===== src/rtl/timebase_gen.sv =====
`default_nettype none
// ============================================================================
//  Module      : timebase_gen
//  Description : Programmable usec / msec / sec timebase generator.
//                A prescaler divides clk by divFactor (0 treated as 1) to form
//                usec intervals; two TICKS-modulo counters derive msec and sec
//                intervals. Each unit has a one-cycle pulse at the end of its
//                interval and a square wave that is high in the first half.
//  Ports       : clk        - sole clock, rising edge
//                rst_n      - asynchronous active-low reset
//                en         - count enable (pulses forced low while 0)
//                sync_clr   - synchronous restart, overrides en
//                divFactor  - clk cycles per usec interval
//                usec_pulse, msec_pulse, sec_pulse - single-cycle ticks
//                usec_clk,   msec_clk,   sec_clk   - unit-period square waves
//  Revision    : 1.0 - initial release
// ============================================================================
module timebase_gen #(
    parameter int DIV_W = 10,
    parameter int TICKS = 1000
) (
    input  logic             clk,
    input  logic             rst_n,
    input  logic             en,
    input  logic             sync_clr,
    input  logic [DIV_W-1:0] divFactor,
    output logic             usec_pulse,
    output logic             msec_pulse,
    output logic             sec_pulse,
    output logic             usec_clk,
    output logic             msec_clk,
    output logic             sec_clk
);

    localparam logic [9:0] c_TOP  = 10'(TICKS - 1);
    localparam logic [9:0] c_HALF = 10'(TICKS / 2);

    // r_pre is the position inside the current usec interval; 0 means the
    // next enabled edge starts a new interval and re-samples the period.
    logic [DIV_W-1:0] r_pre;
    logic [DIV_W-1:0] r_per;
    logic [9:0]       r_ucnt;
    logic [9:0]       r_mcnt;

    logic r_usec_pulse;
    logic r_msec_pulse;
    logic r_sec_pulse;
    logic r_usec_clk;
    logic r_msec_clk;
    logic r_sec_clk;

    logic [DIV_W-1:0] w_per;
    logic [DIV_W-1:0] w_pos;
    logic             w_pulse;
    logic             w_msec;
    logic             w_sec;
    logic             w_uclk;

    always_comb begin
        w_per = r_per;
        if (r_pre == '0) begin
            w_per = (divFactor == '0) ? DIV_W'(1) : divFactor;
        end
        // r_pre < period, so the increment never exceeds the period width.
        w_pos   = r_pre + DIV_W'(1);
        w_pulse = (w_pos == w_per);
        w_msec  = w_pulse && (r_ucnt == c_TOP);
        w_sec   = w_msec && (r_mcnt == c_TOP);
        // The pulse cycle is position 0 (mod P); a period of 1 never goes high.
        w_uclk  = !w_pulse && (w_pos <= (w_per >> 1));
    end

    always_ff @(posedge clk or negedge rst_n) begin
        if (!rst_n) begin
            r_pre        <= '0;
            r_per        <= '0;
            r_ucnt       <= '0;
            r_mcnt       <= '0;
            r_usec_pulse <= 1'b0;
            r_msec_pulse <= 1'b0;
            r_sec_pulse  <= 1'b0;
            r_usec_clk   <= 1'b0;
            r_msec_clk   <= 1'b0;
            r_sec_clk    <= 1'b0;
        end else if (sync_clr) begin
            r_pre        <= '0;
            r_per        <= '0;
            r_ucnt       <= '0;
            r_mcnt       <= '0;
            r_usec_pulse <= 1'b0;
            r_msec_pulse <= 1'b0;
            r_sec_pulse  <= 1'b0;
            r_usec_clk   <= 1'b0;
            r_msec_clk   <= 1'b0;
            r_sec_clk    <= 1'b0;
        end else if (en) begin
            r_per        <= w_per;
            r_pre        <= w_pulse ? '0 : w_pos;
            r_usec_pulse <= w_pulse;
            r_msec_pulse <= w_msec;
            r_sec_pulse  <= w_sec;
            r_usec_clk   <= w_uclk;
            // The counters still hold the index of the interval that the
            // new cycle belongs to; they advance on the pulse of its last cycle.
            r_msec_clk   <= (r_ucnt < c_HALF);
            r_sec_clk    <= (r_mcnt < c_HALF);
            if (w_pulse) begin
                r_ucnt <= (r_ucnt == c_TOP) ? 10'd0 : r_ucnt + 10'd1;
            end
            if (w_msec) begin
                r_mcnt <= (r_mcnt == c_TOP) ? 10'd0 : r_mcnt + 10'd1;
            end
        end else begin
            r_usec_pulse <= 1'b0;
            r_msec_pulse <= 1'b0;
            r_sec_pulse  <= 1'b0;
        end
    end

    assign usec_pulse = r_usec_pulse;
    assign msec_pulse = r_msec_pulse;
    assign sec_pulse  = r_sec_pulse;
    assign usec_clk   = r_usec_clk;
    assign msec_clk   = r_msec_clk;
    assign sec_clk    = r_sec_clk;

endmodule
`default_nettype wire


===== config.mk =====
export PLATFORM = sky130hd
export DESIGN_NAME = timebase_gen
export DESIGN_NICKNAME = d
export VERILOG_FILES = /design/src/rtl/timebase_gen.sv
export SDC_FILE = /design/constraint.sdc
export NUM_CORES = 1
export LEC_CHECK = 0
export ABC_AREA = 1
export ABC_CLOCK_PERIOD_IN_PS = 6980
export CORE_MARGIN = 2
export CORE_UTILIZATION = 46
export DETAILED_ROUTE_END_ITERATION = 16
export GPL_TIMING_DRIVEN = 0
export SLEW_MARGIN = 5
export SYNTH_ARGS = -nofsm -noshare
export SYNTH_HDL_FRONTEND = slang
export SYNTH_SLANG_ARGS = --single-unit

===== constraint.sdc =====
create_clock -name clk -period 6.98 [get_ports clk]
set_input_delay 2.094 -clock clk [delete_from_list [all_inputs] [get_ports clk]]
set_output_delay 2.094 -clock clk [all_outputs]
set_load 0.005 [all_outputs]

# After elaboration in Yosys (flattened, before gate mapping)
# Cells that the tools add are included.
[word_totals]
ff_bits = 46
[classes]
add_sub_neg = 3
reduce_logical = 11
muxes = 27
n_eq_ne = 3
n_lt_le_gt_ge = 3
[ops]
columns = ["operator", "count"]
rows = [
  ["two-way mux 10 bit", 15],
  ["adder 10 x 1 -> 10 bit, second input constant", 3],
  ["== test 10 bit, second input constant", 2],
  ["logical NOT 10 bit", 2],
  ["< comparator 10 x 9 -> 1 bit, second input constant", 2],
  ["two-way mux 1 bit", 12],
  ["== test 10 bit", 1],
  ["less-or-equal comparator 10 x 9 -> 1 bit", 1],
  ["nonzero test 2 bit", 3],
  ["AND reduction 2 bit", 2],
  ["logical AND 1 bit", 3],
  ["logical NOT 1 bit", 1],
]

# Depth between registers and ports, before layout
[depth]
word_depth = 8
mapped_depth = 19
mapped_depth_nobuf = 19

# Worst setup path after synthesis
# Ideal clock, no wire load.
[synth_path]
path_kind = "input -> register"
start = "in divFactor[6]"
end = "reg r_usec_clk, in the netlist usec_clk"
arrival_time_ns = 3.325
t_required_ns = 6.855
path_stages = 13
path_slack_ns = 3.530
setup_ns = 0.125
path_cell_list = "nand3_1 nand2_1 inv_1 ha_1 nand2_1 nor2_1 o21ai_0 inv_1 nor2_1 o21ai_0 a21oi_1 o2111ai_1 nand2_1"
[synth_via]
elab_chain_len = 8
elab_cells_between_ends = 9
cone_classes = "order compare: 1; eq/ne: 1; mux: 4; reduce/logical: 3"
[synth_rtl]
columns = ["item", "line_no", "text"]
rows = [
  ["start, declared", "26", "input logic [DIV_W-1:0] divFactor,"],
  ["logical NOT 10 bit", "62", "w_per = (divFactor == '0) ? DIV_W'(1) : divFactor;"],
  ["two-way mux 10 bit *", "62", ""],
  ["two-way mux 10 bit *", "61", "if (r_pre == '0) begin"],
  ["branches (longest 2 deep; another with less-or-equal comparator 10 x 9 -> 1 bit)", "-", ""],
  ["logical AND 1 bit *", "70", "w_uclk = !w_pulse && (w_pos <= (w_per >> 1));"],
  ["two-way mux 1 bit *", "96", "end else if (en) begin"],
  ["two-way mux 1 bit *", "85", "end else if (sync_clr) begin"],
  ["end signal, assigned", "102", "r_usec_clk <= w_uclk;"],
  ["end, declared", "48", "logic r_usec_clk;"],
]
# Mark *: on every way between the ends. The select of a mux whose other input is x is not followed.
# A chain may end at the register's enable or synchronous reset.

# Final worst setup path
[layout_path]
start = "in en"
end = "reg r_per[6]"
[layout_via]
elab_chain_len = 1
[layout_rtl]
columns = ["item", "line_no", "text"]
rows = [
  ["start, declared", "24", "input logic en,"],
  ["nonzero test 2 bit (no line)", "-", ""],
  ["end signal, assigned", "97", "r_per <= w_per;"],
  ["end, declared", "41", "logic [DIV_W-1:0] r_per;"],
]
# Every way passes these cells.

==> reports/metrics.csv <==
metric,value,unit
average vias per placed instance,5.17,
TritonCTS clock tree,done,
area of the placeable core,6830,um^2
number of buffers created by CTS,5,
largest voltage drop on the vdd net,0.0673,mV
most used flip-flop cell after synthesis,sky130_fd_sc_hd__dfrtp_1,
"Power, Total",625,uW
status,completed,
first-pass GRT wire length,14400,um
Die Y,88.1,um
unrepaired setup endpoints after global routing,false,
area of the mapped netlist,3260,um^2
crit path max-delay cell type,sky130_fd_sc_hd__clkdlybuf4s50_1,
share of final-layout standard cells stronger than drive strength 1,7.23,%
Worst path max stage delay,0.59,ns
worst hold slack after final layout,0.524,ns
FILL cells,694,
remaining number of nets flagged by the antenna check after routing,0,
CTS max path bufs,2,
transition time at the pin with the least slew margin,0.586,ns
total routing usage reported by global routing,24.0,%
worst path buffer plus inverter count,4,
class of the worst hold path,register to register,
utilization after layout,54.1,%
weighted congestion reported at the end of routability-driven placement,0.884,
drt initial violations,206,
"area leader, netlist",sky130_fd_sc_hd__dfrtp_1,
final setup vio count,0,
count of standard-cell rows,30,
1st-pass router iterations,5,
cell family with the largest share of critical-path delay,buffers and inverters,
number of violations of the max-capacitance limit,0,
maximum frequency from static timing analysis,0.250,GHz
Synth-to-Final Area Change,13.5,%
"Hold Violations, Final",0,
critical path endpoint category,register,
flop and latch count out of synthesis,46,
Buffers on Ports,19,
fraction of synthesized cell area taken by the top area cell type,35.4,%
Tcrit/Tclk final,57.4,%
pin count of the biggest net entering global routing,33,
critical path type,primary input to register,
half-perimeter wire length after placement,6280,um
clk sinks,46,
total wirelength of the detailed-routed design,8340,um
num ports,20,
clock transition at the register clock pins on the worst setup and hold paths after CTS,0.10,ns
clk root buf,sky130_fd_sc_hd__clkbuf_8,
"critical path, cell by cell",clkdlybuf4s50_1 > clkinv_1 > nor2_1 > inv_1 > clkbuf_1 > o21ai_0,
largest fanout on the critical path,10,
vias after detailed routing,3073,
number of synthesized flops with an enable pin,0,
Congestion Overflow GR,0,
power density over the cells,169,nW/um^2
via count of the first global-routing pass,2862,
Yosys Warn Count,0,
horizontal die dimension,88.1,um
H-tree levels,2,
CP Data Required Time,7.21,ns
cell count after synthesis,470,
area of the die,7770,um^2
NumNets Final,524,
DRC violations left,0,
clock latency on the worst-skew pair,0.31,ns
leakage power total,1.90,nW
Slew Limit Fails,0,
shortest clock period the worst path allows after layout,4.01,ns
startpoint kind of the worst setup timing path,primary input,
post-CTS repair timing setup buffer count,0,
worst clock skew on the final layout,0.00931,ns
CP arrival,4.24,ns
Async SR Flop Fraction,100,%
top cells by area in the synthesized netlist,"sky130_fd_sc_hd__dfrtp_1 35%, sky130_fd_sc_hd__nand2_1 16%, sky130_fd_sc_hd__nand3_1 8.3%, sky130_fd_sc_hd__inv_1 8.0%, sky130_fd_sc_hd__ha_1 5.0%",
Total Neg Setup Slack,0,ns
final antenna diode count,0,
share of the yosys chip area belonging to registers,35.4,%
Mapped Nets,497,
mean routed wirelength per cell,14.0,um
syn avg cell area,6.93,um^2
number of library cell types mapped by synthesis,37,
Slew Limit Headroom,60.9,%
CTS Hold Buffers Added,0,
antenna violations before repair,0,
post-CTS resize count,0,
starting density of the core,47.7,%
-- logic make-up after synthesis --
family                     count (synthesis)  synth area share, %
xor gates and xnor gates                   7                 1.88
and+or+nand+nor                          276                 38.9
adders and majority gates                 13                 5.00
AOI/OAI and AO/OA                         46                 8.30
buffers and inverters                     82                 10.6
DFF                                       46                 35.4
-- cells in the final DEF, fill, tap and decap left out, types with 2 or more instances in the layout --
master,Yosys,layout
sky130_fd_sc_hd__clkbuf_1,4,4
sky130_fd_sc_hd__o22ai_1,14,14
sky130_fd_sc_hd__nor2_2,4,4
sky130_fd_sc_hd__o21bai_1,3,3
sky130_fd_sc_hd__clkdlybuf4s50_1,0,18
sky130_fd_sc_hd__nand2_2,4,4
sky130_fd_sc_hd__o21ai_0,17,17
sky130_fd_sc_hd__nand3_1,54,54
sky130_fd_sc_hd__buf_6,2,2
sky130_fd_sc_hd__nor2_4,3,3
sky130_fd_sc_hd__dfrtp_1,46,46
sky130_fd_sc_hd__inv_2,2,2
sky130_fd_sc_hd__clkinvlp_4,0,2
sky130_fd_sc_hd__inv_1,69,69
sky130_fd_sc_hd__nor2_1,33,33
sky130_fd_sc_hd__nor3_1,11,11
sky130_fd_sc_hd__a21oi_1,7,7
sky130_fd_sc_hd__buf_4,2,2
sky130_fd_sc_hd__ha_1,13,13
sky130_fd_sc_hd__nand4_1,17,17
sky130_fd_sc_hd__clkbuf_8,1,6
sky130_fd_sc_hd__xor2_1,7,7
sky130_fd_sc_hd__nor4_1,2,2
sky130_fd_sc_hd__nand2_1,140,140
-- sequential cells by signal, summed over array words and instances, names as in the netlist --
name / cells
msec_clk: 1
msec_pulse: 1
r_mcnt: 10
r_per: 10
r_pre: 10
r_ucnt: 10
sec_clk: 1
sec_pulse: 1
usec_clk: 1
usec_pulse: 1
-- per-stage QoR --
stage	worst slack (ns)	instance area [um^2]	std cells
3_5_place_dp	2.67	3580	586
6_report	2.97	3690	594
2_1_floorplan	3.53	3260	470
3_3_place_gp	2.35	3570	585
5_1_grt	2.81	3690	594
4_1_cts	2.97	3690	594
-- cell type report --
type / count / area, um^2 / share of cell area (%)
multi-input cells: 342 / 1760 / 47.6
flip-flops and latches: 46 / 1150 / 31.2
inverters: 72 / 270 / 7.31
repair buffers: 20 / 205 / 5.55
well taps: 96 / 120 / 3.25
plain buffers: 10 / 73.8 / 2.00
clock buffers: 5 / 68.8 / 1.86
clock inverters: 3 / 45.0 / 1.22
-- routing by layer --
layer	global-route usage [%]	part of all wire (%)
met1	36.7	53
met2	36.2	43
met3	3.20	3.7
met4	5.37	0.71
met5	0	0
-- synth_stat cells (3+ instances only) --
master                     count
sky130_fd_sc_hd__xor2_1        7
sky130_fd_sc_hd__nand3_1      54
sky130_fd_sc_hd__ha_1         13
sky130_fd_sc_hd__o21bai_1      3
sky130_fd_sc_hd__clkbuf_1      4
sky130_fd_sc_hd__nor2_1       33
sky130_fd_sc_hd__nand2_2       4
sky130_fd_sc_hd__nand2_1     140
sky130_fd_sc_hd__o21ai_0      17
sky130_fd_sc_hd__o22ai_1      14
sky130_fd_sc_hd__nor2_4        3
sky130_fd_sc_hd__inv_1        69
sky130_fd_sc_hd__dfrtp_1      46
sky130_fd_sc_hd__nor2_2        4
sky130_fd_sc_hd__nand4_1      17
sky130_fd_sc_hd__a21oi_1       7
sky130_fd_sc_hd__nor3_1       11
-- path summary, 6_finish.rpt --
kind	from	end	slack [ns]	depth (start not counted)
min in group asynchronous	rst_n	r_per[4]	1.69	1
setup / recovery	en	r_per[6]	2.97	6
hold reg to reg	r_ucnt[1]	r_ucnt[1]	0.52	2
setup reg to reg	r_pre[0]	usec_clk	4.06	19
max in group asynchronous	rst_n	r_mcnt[3]	4.78	2
hold / removal	r_ucnt[1]	r_ucnt[1]	0.52	2
-- where the power goes --
part	internal (mW)	total [mW]	switching (mW)	leakage [nW]
combinational	0.0479	0.136	0.0877	1.22
sequential	0.275	0.280	0.00542	0.631
clock	0.107	0.209	0.102	0.0504
-- worst register-to-register path, stage by stage (launching register included) --
cell	delay, ns
sky130_fd_sc_hd__dfrtp_1	0.49
sky130_fd_sc_hd__inv_1	0.23
sky130_fd_sc_hd__ha_1	0.20
sky130_fd_sc_hd__inv_1	0.05
sky130_fd_sc_hd__nor2_1	0.07
sky130_fd_sc_hd__nand3_1	0.12
sky130_fd_sc_hd__nor2_4	0.23
sky130_fd_sc_hd__nand2_1	0.15
sky130_fd_sc_hd__nand2_1	0.13
sky130_fd_sc_hd__inv_1	0.08
sky130_fd_sc_hd__ha_1	0.30
sky130_fd_sc_hd__inv_1	0.04
sky130_fd_sc_hd__nor2_1	0.06
sky130_fd_sc_hd__o21ai_0	0.07
sky130_fd_sc_hd__inv_1	0.06
sky130_fd_sc_hd__nor2_1	0.03
sky130_fd_sc_hd__o21ai_0	0.16
sky130_fd_sc_hd__a21oi_1	0.08
sky130_fd_sc_hd__o2111ai_1	0.19
sky130_fd_sc_hd__nand2_1	0.07
Note: power is estimated with default switching activity, not from simulation.
